===== src/rtl/fetch_ctrl.sv =====
// fetch_ctrl: instruction-fetch sequencer owning the PC, with redirect/squash handling.
// Define FETCH_MISALIGN_CHK_EN to trap on misaligned redirect targets.
`ifndef INSTR_MEM_WIDTH
`define INSTR_MEM_WIDTH 32
`endif
module fetch_ctrl #(
   parameter int                ADDR_W   = `INSTR_MEM_WIDTH,
   parameter logic [ADDR_W-1:0] RESET_PC = 'h1000
) (
   input  logic              clk,
   input  logic              rst,
   output logic              imem_req,
   output logic [ADDR_W-1:0] imem_addr,
   input  logic              imem_ack,
   input  logic [31:0]       imem_rdata,
   output logic              if_valid,
   input  logic              if_ready,
   output logic [ADDR_W-1:0] if_pc,
   output logic [31:0]       if_instr,
   input  logic              redirect_valid,
   input  logic [ADDR_W-1:0] redirect_target,
   output logic              fetch_err
);
`ifdef FETCH_MISALIGN_CHK_EN
   typedef enum logic [1:0] {IDLE, FETCH, DROP, TRAP} state_t;
`else
   typedef enum logic [1:0] {IDLE, FETCH, DROP} state_t;
`endif
   state_t            state, state_nxt;
   logic [ADDR_W-1:0] pc, saved_target, new_target;
   logic              pending, hit, bad;
   assign imem_addr  = pc;
   assign hit        = imem_req && imem_ack;
   assign new_target = (redirect_valid ? redirect_target : saved_target) & ~ADDR_W'(3);
`ifdef FETCH_MISALIGN_CHK_EN
   assign bad = redirect_valid && (redirect_target[1:0] != 2'b00);
`else
   assign bad = 1'b0;
`endif
   always_ff @(posedge clk) begin
      if (rst) state <= IDLE;
      else     state <= state_nxt;
   end
   always_comb begin
      state_nxt = state;
      case (state)
         IDLE:    state_nxt = FETCH;
         FETCH:   state_nxt = redirect_valid && imem_req && !imem_ack ? DROP : FETCH;
         DROP:    state_nxt = imem_ack ? FETCH : DROP;
         default: state_nxt = state;
      endcase
`ifdef FETCH_MISALIGN_CHK_EN
      if (bad && (state == FETCH || state == DROP)) state_nxt = TRAP;
`endif
   end
   // a request stays up until acked, so the pending term keeps imem_addr stable
   always_comb begin
      imem_req = state == DROP || (state == FETCH && (pending || !if_valid || if_ready));
`ifdef FETCH_MISALIGN_CHK_EN
      fetch_err = state == TRAP;
`else
      fetch_err = 1'b0;
`endif
   end
   always_ff @(posedge clk) begin
      if (rst) begin
         pc           <= RESET_PC;
         pending      <= 1'b0;
         saved_target <= '0;
         if_valid     <= 1'b0;
         if_pc        <= '0;
         if_instr     <= '0;
      end else begin
         case (state)
            FETCH: begin
               if (redirect_valid) begin
                  if_valid <= 1'b0;
                  if (!bad && imem_req && !imem_ack) begin
                     saved_target <= redirect_target;
                     pending      <= 1'b1;
                  end else if (!bad) begin
                     pc      <= new_target;
                     pending <= 1'b0;
                  end
               end else if (hit) begin
                  if_instr <= imem_rdata;
                  if_pc    <= pc;
                  if_valid <= 1'b1;
                  pc       <= pc + ADDR_W'(4);
                  pending  <= 1'b0;
               end else begin
                  pending <= imem_req;
                  if (if_ready) if_valid <= 1'b0;
               end
            end
            DROP: begin
               if (redirect_valid) saved_target <= redirect_target;
               if (imem_ack && !bad) begin
                  pc      <= new_target;
                  pending <= 1'b0;
               end
            end
            default: pending <= 1'b0;
         endcase
      end
   end
endmodule


===== config.mk =====
export PLATFORM = sky130hd
export DESIGN_NAME = fetch_ctrl
export DESIGN_NICKNAME = d
export VERILOG_FILES = /design/src/rtl/fetch_ctrl.sv
export SDC_FILE = /design/constraint.sdc
export NUM_CORES = 1
export LEC_CHECK = 0
export CAP_MARGIN = 20
export CORE_ASPECT_RATIO = 0.7
export CORE_MARGIN = 4
export CORE_UTILIZATION = 48
export CTS_BUF_LIST = sky130_fd_sc_hd__clkbuf_16
export DETAILED_ROUTE_END_ITERATION = 8
export HOLD_SLACK_MARGIN = 0.02
export PLACE_DENSITY = 0.84
export SYNTH_ARGS = -nofsm -noshare
export SYNTH_HDL_FRONTEND = slang
export SYNTH_SLANG_ARGS = --single-unit

===== constraint.sdc =====
create_clock -name clk -period 3 [get_ports clk]
set_input_delay 0.3 -clock clk [delete_from_list [all_inputs] [get_ports clk]]
set_output_delay 0.3 -clock clk [all_outputs]
set_load 0.02 [all_outputs]

==> results of run 1 <==
[layout make-up]
| cell class | count | area (µm²) | share of cell area |
|---|---|---|---|
| Multi-Input combinational cell | 534 | 2890 | 0.355 |
| Clock buffer | 17 | 425 | 0.0523 |
| Timing Repair Buffer | 186 | 1830 | 0.225 |
| Clock inverter | 15 | 211 | 0.0260 |
| Sequential cell | 126 | 2520 | 0.310 |
| Inverter | 15 | 56.3 | 0.00693 |
| Tap cell | 157 | 196 | 0.0242 |
[sequential cells by signal, summed over array words and instances, names as in the netlist]
| signal | flops |
|---|---|
| if_instr | 32 |
| if_valid | 1 |
| saved_target | 30 |
| if_pc | 30 |
| state | 2 |
| imem_addr | 30 |
| pending | 1 |
[metal layers]
| layer | part of all wire | global-route usage |
|---|---|---|
| met5 | 0 | 0 |
| met4 | 0.013 | 0.0835 |
| met3 | 0.088 | 0.0721 |
| met2 | 0.46 | 0.391 |
| met1 | 0.44 | 0.329 |
[logic make-up after synthesis]
| group | after synthesis |
|---|---|
| compound gates | 183 |
| mux | 35 |
| xor+xnor | 6 |
| buf+inv | 75 |
| other cells | 1 |
| fa+ha+maj | 4 |
| flops | 126 |
| simple gates | 301 |
[stage by stage]
step | power, mW | instances | setup WS [ns] | cell area [µm²] | hold WS (ns)
3_5_place_dp | 2.57 | 1018 | 0.503 | 7490 | 0.446
4_1_cts | 4.78 | 1050 | 0.516 | 8130 | 0.340
3_3_place_gp | 2.56 | 1017 | 0.372 | 7470 | 0.441
2_1_floorplan | 2.25 | 735 | 0.676 | 5720 | 0.436
6_report | 4.76 | 1050 | 0.508 | 8130 | 0.350
5_1_grt | 4.92 | 1050 | 0.405 | 8130 | 0.364
[path summary, 6_finish.rpt]
path	endpoint	slack, ns
min reg2reg	if_instr[12]$_SDFFE_PP0P_	0.45
max reg2reg	imem_addr[30]$_SDFFE_PP0P_	0.51
max	imem_addr[30]$_SDFFE_PP0P_	0.51
min	if_instr[6]$_SDFFE_PP0P_	0.35
[critical path, delay by kind of cell, from the launching register on]
kind	cells	cell delay, ns
compound gates	1	0.25
flops	1	0.55
simple gates	4	1.56
[layout by cell type (no fill, tap or decap), drive strengths merged, types with 7 or more instances in the layout]
cell	instances
clkbuf	17
o21ai	34
dfxtp	126
nor2	65
nand4	9
a31oi	7
mux2i	35
nor3	12
clkdlybuf4s50	159
and3	8
nand2	168
a211oi	9
a21oi	97
buf	27
nand3	11
inv	19
[power by group]
group | internal (mW) | total, mW | leakage [nW] | switching (mW)
logic | 0.323 | 0.696 | 1.66 | 0.373
registers | 1.76 | 1.85 | 1.02 | 0.0920
clock network | 1.40 | 2.22 | 0.309 | 0.810
total | 3.49 | 4.76 | 2.99 | 1.27
==> results by stage, run 1 <==
Yosys:
- After synthesis the netlist holds a flip-flop and latch count of 126.
- Summed over all instances, the cell type with the most area after synthesis is dfxtp_1.
- The count of flip-flops with a built-in enable after synthesis is 0.
- The compound-gate portion of the synthesized area is 0.191.
- Of the post-synthesis cell area, the dominant cell type holds 0.442.
- By area the synthesized netlist is led by dfxtp_1 (44%), nand2_1 (11%), a21oi_1 (8.5%).
- The number of instances in the synthesized netlist is 731.
- The dominant combinational cell family by area after synthesis is simple AND/OR/NAND/NOR gates.
- The share of the Yosys chip area taken by registers is 0.442.
- Among all cell types in the netlist, the one instantiated most often is nand2_1.
- The fraction of synthesized area in multiplexers is 0.0614.
- Of the total synthesized cell area, the portion taken by AND, OR, NAND and NOR gates is 0.231.
- The average instance in the mapped netlist occupies 7.81 µm².
- By count the netlist is led by nand2_1 (168), dfxtp_1 (126), a21oi_1 (97).
- The count of yosys warnings during synthesis is 0.
- The adder and majority cell fraction of the synthesized area is 0.00877.
- In the synthesized netlist the async set-or-reset flop fraction comes to 0.
- The most used flip-flop cell after synthesis is dfxtp_1.
- The netlist uses 54 different library cells.
- The fraction of synthesized cell area in xor and xnor cells is 0.00921.
- The area of the mapped netlist is 5710 µm².

Worst setup path:
- The critical path data arrival time is 2.78 ns.
- The most critical setup path has its startpoint at imem_addr[14]$_SDFFE_PP0P_.
- The critical path goes through nand4_1, or4_1, or4_1, a221oi_2, nor3_1.
- The slowest cell on the critical path is or4_1.
- For the worst setup path, the data required time is 3.29 ns.
- The worst setup path is launched from a flip-flop.
- The type of the worst setup path is reg -> reg.
- The worst reg2reg path depth is 5.
- Of all nets on the critical path, the largest fanout is 7.
- The largest single stage delay on the critical path is 0.73 ns.
- The endpoint kind of the worst setup timing path is a flip-flop.
- Among the stages of the critical path, the cell type that occurs most often is or4_1.
- The beginning of the worst register-to-register path is imem_addr[14]$_SDFFE_PP0P_.

Clock tree:
- The number of gates resized after cts is 0.
- The clock net in this run drives a total of 126 sinks.
- Counting the buffers created by CTS gives 17.
- The clock insertion delay at the later pin of the skew report is 0.42 ns.
- The CTS tree is yes.
- The number of buffers inserted by post-CTS setup repair is 0.
- The clock passes through at most 2 buffers.
- After clock tree synthesis, the clock-pin slew on the worst setup and hold paths is 0.06 ns.
- In this run the number of H-tree levels came out at 4.
- The post-cts hold buffer count is 0.
- The clock root buffer master is clkbuf_16.

STA:
- The final max-slew violation count came to 0.
- Setup violations remaining at the end of the flow were counted as 0.
- Counting I/O delays and the setup requirement, the final critical path takes 2.49 ns.
- Dividing the final minimum period by the clock period gives 0.831.
- For the pin with the worst max-slew slack, the measured transition is 0.650 ns.
- Setup repair after global routing left no endpoint under its margin.
- The total count of hold-check failures in the final report is 0.
- Timing would allow up to 401 MHz.
- The worst setup skew after layout is 0.00721 ns.
- In the final timing run, aggregate negative setup slack is 0 ns.
- The relative slew slack is 0.566.

Placement:
- The number of input and output port buffers inserted is 160.
- The final weighted congestion in routability-driven placement is 0.929.
- Detailed placement finished with a half-perimeter wire length of 11.5 mm.

GRT:
- The number of antenna violations at the first check in global routing came to 0.
- The total global-route track usage is 0.248.
- Global routing finished with a remaining overflow of 0.
- The wire length of the first global-routing pass is 28.1 mm.
- The number of global-route vias before repair is 5524.
- Entering global routing, the biggest net connects 64 pins.

Final layout:
- At the end of the flow the core is filled with cells to 0.696.
- The number of antenna diodes is 0.
- The number of filler cells placed in the layout is 956.
- Compared with the post-synthesis result, the final layout area differs by 42.4%.
- Of the cells placed in the final design, the portion with a size suffix greater than 1 is 0.0761.
- The post-layout net count is 953.

Run:
- The total of max-cap violations is 0.

Hold path:
- In this run the most critical hold path is launched from rst.
- The worst min-delay path category is in -> reg.
- The worst hold path depth is 2.

Floorplan:
- The region available for standard cell placement spans 11700 µm².
- The floorplan step defined a die boundary enclosing 13700 µm².
- For this configuration, the core starts out at a cell density of 0.488.
- The width of the die is 138 µm.
- The die boundary height is 99.2 µm.
- The floorplan has 33 rows.
- The number of top-level pins is 168.

Route:
- The count of unresolved DRC violations after routing is 0.
- After detailed routing, the average wire length per cell comes to 16.4 µm.
- The first-pass iteration count of the detailed router is 5.
- The overall routed net length is 17.3 mm.
- The starting DRC count in detailed routing is 436.
- For this block, the via count after detailed routing is 5857.
- In this run the remaining antenna-violating nets after routing total 0.
- The via density per instance is 5.58.

Power:
- The leakage dissipation is 2.99 nW.
- The total power density per cell area is 586 nW/µm².
- The worst IR drop on VDD is 413 µV.

Run status:
- The flow ran to the end, and the final reports show no timing, DRC or antenna violations.
No activity file was read; power rests on OpenSTA's default activity.
==> run 2: changes to the inputs <==
- CORE_UTILIZATION: 48 -> 43
- PLACE_DENSITY: 0.84 -> 0.8
- clock period: 3 -> 2.2 ns (I/O delays scaled with it)
==> results by stage, run 2 (synthesized netlist as in run 1, its figures left out) <==
Run status:
- The run finished with clean final reports.

Floorplan:
- The initial core utilization is 0.449.
- The row count is 34.
- The core region is 12700 µm².
- The floorplan step defined a die boundary enclosing 15200 µm².
- The die boundary height is 104 µm.
- In this run the count of I/O pins placed on the die edge is 168.
- The floorplan step set the die width to 146 µm.

Clock tree:
- For the worst-skew pair, the clock arrives at the later sink with an insertion delay of 0.42 ns.
- After clock tree synthesis, the clock-pin slew on the worst setup and hold paths is 0.06 ns.
- The worst-case clock buffer depth is 2.
- The H-tree generated during clock tree synthesis spans 4 levels.
- The number of sinks handled by clock tree synthesis is 126.
- The CTS tree is yes.
- TritonCTS created 17 clock buffers.
- The tree is rooted in a clkbuf_16.

Power:
- The sequential cell fraction of total power is 0.403.
- The share of total power dissipated in combinational logic is 0.176.
- Of the total power, the clock network draws 0.420.
- The completed layout was analyzed and its total power is 6.14 mW.
- The proportion of total power due to net switching is 0.274.
- The net switching component of the power is 1.69 mW.
- The total power density per cell area is 727 nW/µm².
- Across the VDD grid, the largest voltage drop is 596 µV.
- The internal power of the cells totals 4.46 mW.
- The leakage dissipation is 3.18 nW.

Worst setup path:
- In this run the worst setup path terminates at imem_addr[30]$_SDFFE_PP0P_.
- The end of the worst register-to-register path is imem_addr[30]$_SDFFE_PP0P_.
- The worst reg2reg path depth is 5.
- The highest cell delay on the worst timing path is 0.58 ns.
- The beginning of the worst register-to-register path is imem_addr[6]$_SDFFE_PP0P_.
- The maximum fanout along the worst path is 7.
- Data on the critical path is required at its endpoint by 2.47 ns.
- STA classifies the critical path endpoint as a flip-flop.
- Among the stages of the critical path, the cell type that occurs most often is or4_1.
- The first element of the critical path is imem_addr[6]$_SDFFE_PP0P_.
- The reg-to-reg setup timing slack is 0.12 ns.
- At the worst endpoint, the arrival time is 2.35 ns.
- The worst setup path is launched from a flip-flop.
- Walking the worst path, the cells encountered are nand4_4, or4_1, or4_1, a221oi_2, nor3_1.
- The worst setup path is of the reg -> reg kind.
- The slowest cell on the critical path is or4_1.

Placement:
- In this run the tool buffered the top-level ports with 160 buffer cells.
- Before CTS, the worst setup slack after placement is 0.0597 ns.
- The placed cell count is 1067.
- Routability-driven placement finished with a final weighted congestion of 0.911.
- The detailed placer's ending HPWL is 12.6 mm.
- The placed instances occupy a cell area of 7870 µm².

GRT:
- The number of global-route vias before repair is 5615.
- Global routing finished with a remaining overflow of 0.
- The maximum number of pins on one net before global-route repair is 59.
- The number of antenna violations at the first check in global routing is 0.
- The first global-routing pass estimated 28.9 mm of wire.
- The total global-route track usage is 0.230.

STA:
- The setup TNS after final layout is 0 ns.
- The total count of hold-check failures in the final report is 0.
- The shortest period the worst path allows is 2.08 ns.
- Setup repair after global routing left no endpoint under its margin.
- The final max-slew violation count was 0.
- The worst-case setup margin in the final layout is 0.122 ns.
- The number of setup violations in the final report is 0.
- The actual slew at the worst max-slew pin is 0.646 ns.
- The relative slew slack is 0.565.
- The worst hold slack across all endpoints is 0.279 ns.
- The highest clock rate is 481 MHz.
- The worst setup skew after layout is 0.0128 ns.
- Dividing the final minimum period by the clock period gives 0.945.

Run:
- The tool flagged a number of max-cap violations equal to 0.

Final layout:
- The area taken by multi-input logic gates is 2930 µm².
- The post-synthesis to final-layout area growth is 48.2%.
- In the layout the commonest cells are nand2_1 (168), clkdlybuf4s50_1 (158), dfxtp_1 (117), a21oi_1 (97), buf_4 (66).
- The register with the most flip-flops in the layout has 32 of them.
- The share of post-route cells with drive strength above 1 is 0.136.
- Registers take 2530 µm².
- if_instr holds more flip-flops than any other register.
- The number of antenna diodes is 0.
- The final design area excluding fillers is 8460 µm².
- The number of standard cells in the layout, taps in and fillers out is 1099.
- The most frequent standard cell in the layout excluding fill and tap cells is nand2_1.
- The final core utilization is 0.665.
- After the last flow step, the layout net total stands at 998.
- The number of filler cells placed in the layout is 1079.

Route:
- The first-pass iteration count of the detailed router is 5.
- For this run, design rule violations remaining after detail routing come to 0.
- For this block, the initial DRC count from the detailed router was 528.
- The routed layout has 5952 vias.
- The via density per instance is 5.42.
- After detailed routing, the average wire length per cell comes to 16.0 µm.
- The overall routed net length is 17.6 mm.
- In this run the remaining antenna-violating nets after routing total 0.

Hold path:
- The worst min-delay path category is in -> reg.
[run 2: changes by cell type in the layout (fill, tap and decap cells not counted), moves of 2 or more]
cell,previous run,this run
clkinv_4,5,2
nor4_2,0,2
inv_6,4,2
clkinvlp_4,1,5
buf_4,24,66
nor4b_1,2,0
dfxtp_2,0,9
nor4b_2,0,2
bufinv_16,4,1
clkinv_1,0,2
nor4_1,5,3
dfxtp_1,126,117
buf_12,3,5
[run 2: power by group through the flow]
stage | registers, mW | clock network (mW) | logic, mW
finish | 2.48 | 2.58 | 1.08
global route | 2.49 | 2.75 | 1.17
CTS | 2.48 | 2.65 | 1.07
detailed placement | 2.53 | 0 | 1.06
global placement | 2.52 | 0 | 1.05
floorplan | 2.62 | 0 | 0.458
[run 2: how the worst min path moves through the flow]
stage / from / endpoint / cells after the start
final: rst / saved_target[25]$_SDFFE_PP0P_ / 2
after global routing: rst / saved_target[27]$_SDFFE_PP0P_ / 2
after CTS: rst / saved_target[27]$_SDFFE_PP0P_ / 2
after detailed placement: if_pc[26]$_SDFFE_PP0P_ / if_pc[26]$_SDFFE_PP0P_ / 2
after global placement: if_instr[12]$_SDFFE_PP0P_ / if_instr[12]$_SDFFE_PP0P_ / 2
after floorplan: imem_rdata[0] / if_instr[0]$_SDFFE_PP0P_ / 2
[run 2: layer usage]
metal / global-route usage / part of all wire / vias up
li1: - / - / 2925
met1: 0.317 / 0.45 / 2753
met2: 0.351 / 0.45 / 256
met3: 0.0636 / 0.085 / 18
met4: 0.0684 / 0.012 / 0
met5: 0 / 0 / -
[run 2: worst max-delay path: cells and delay by family (launching register included)]
| family | cells | cell delay (ns) |
|---|---|---|
| DFF | 1 | 0.40 |
| AOI/OAI and AO/OA | 1 | 0.26 |
| and+or+nand+nor | 4 | 1.27 |
[run 2: cell type report]
type,instances,area share
inverter,15,0.00666
sequential,126,0.300
multi-input combinational,534,0.346
timing repair buffer,231,0.259
clock buffer,17,0.0503
tap,162,0.0240
clock inverter,14,0.0142
[run 2: timing repair]
item | 4_1_cts | 5_1_grt
setup endpoints to repair | 1 | 10
gates resized for setup | 1 | 9
hold buffers | 0 | 0
setup buffers | 0 | 1
==> run 3: changes to the inputs <==
- CAP_MARGIN: 20 -> unset
- CTS_CLUSTER_SIZE: unset -> 12
==> results of run 3 <==
The final DEF is identical to that of run 2; final timing and power are the same.
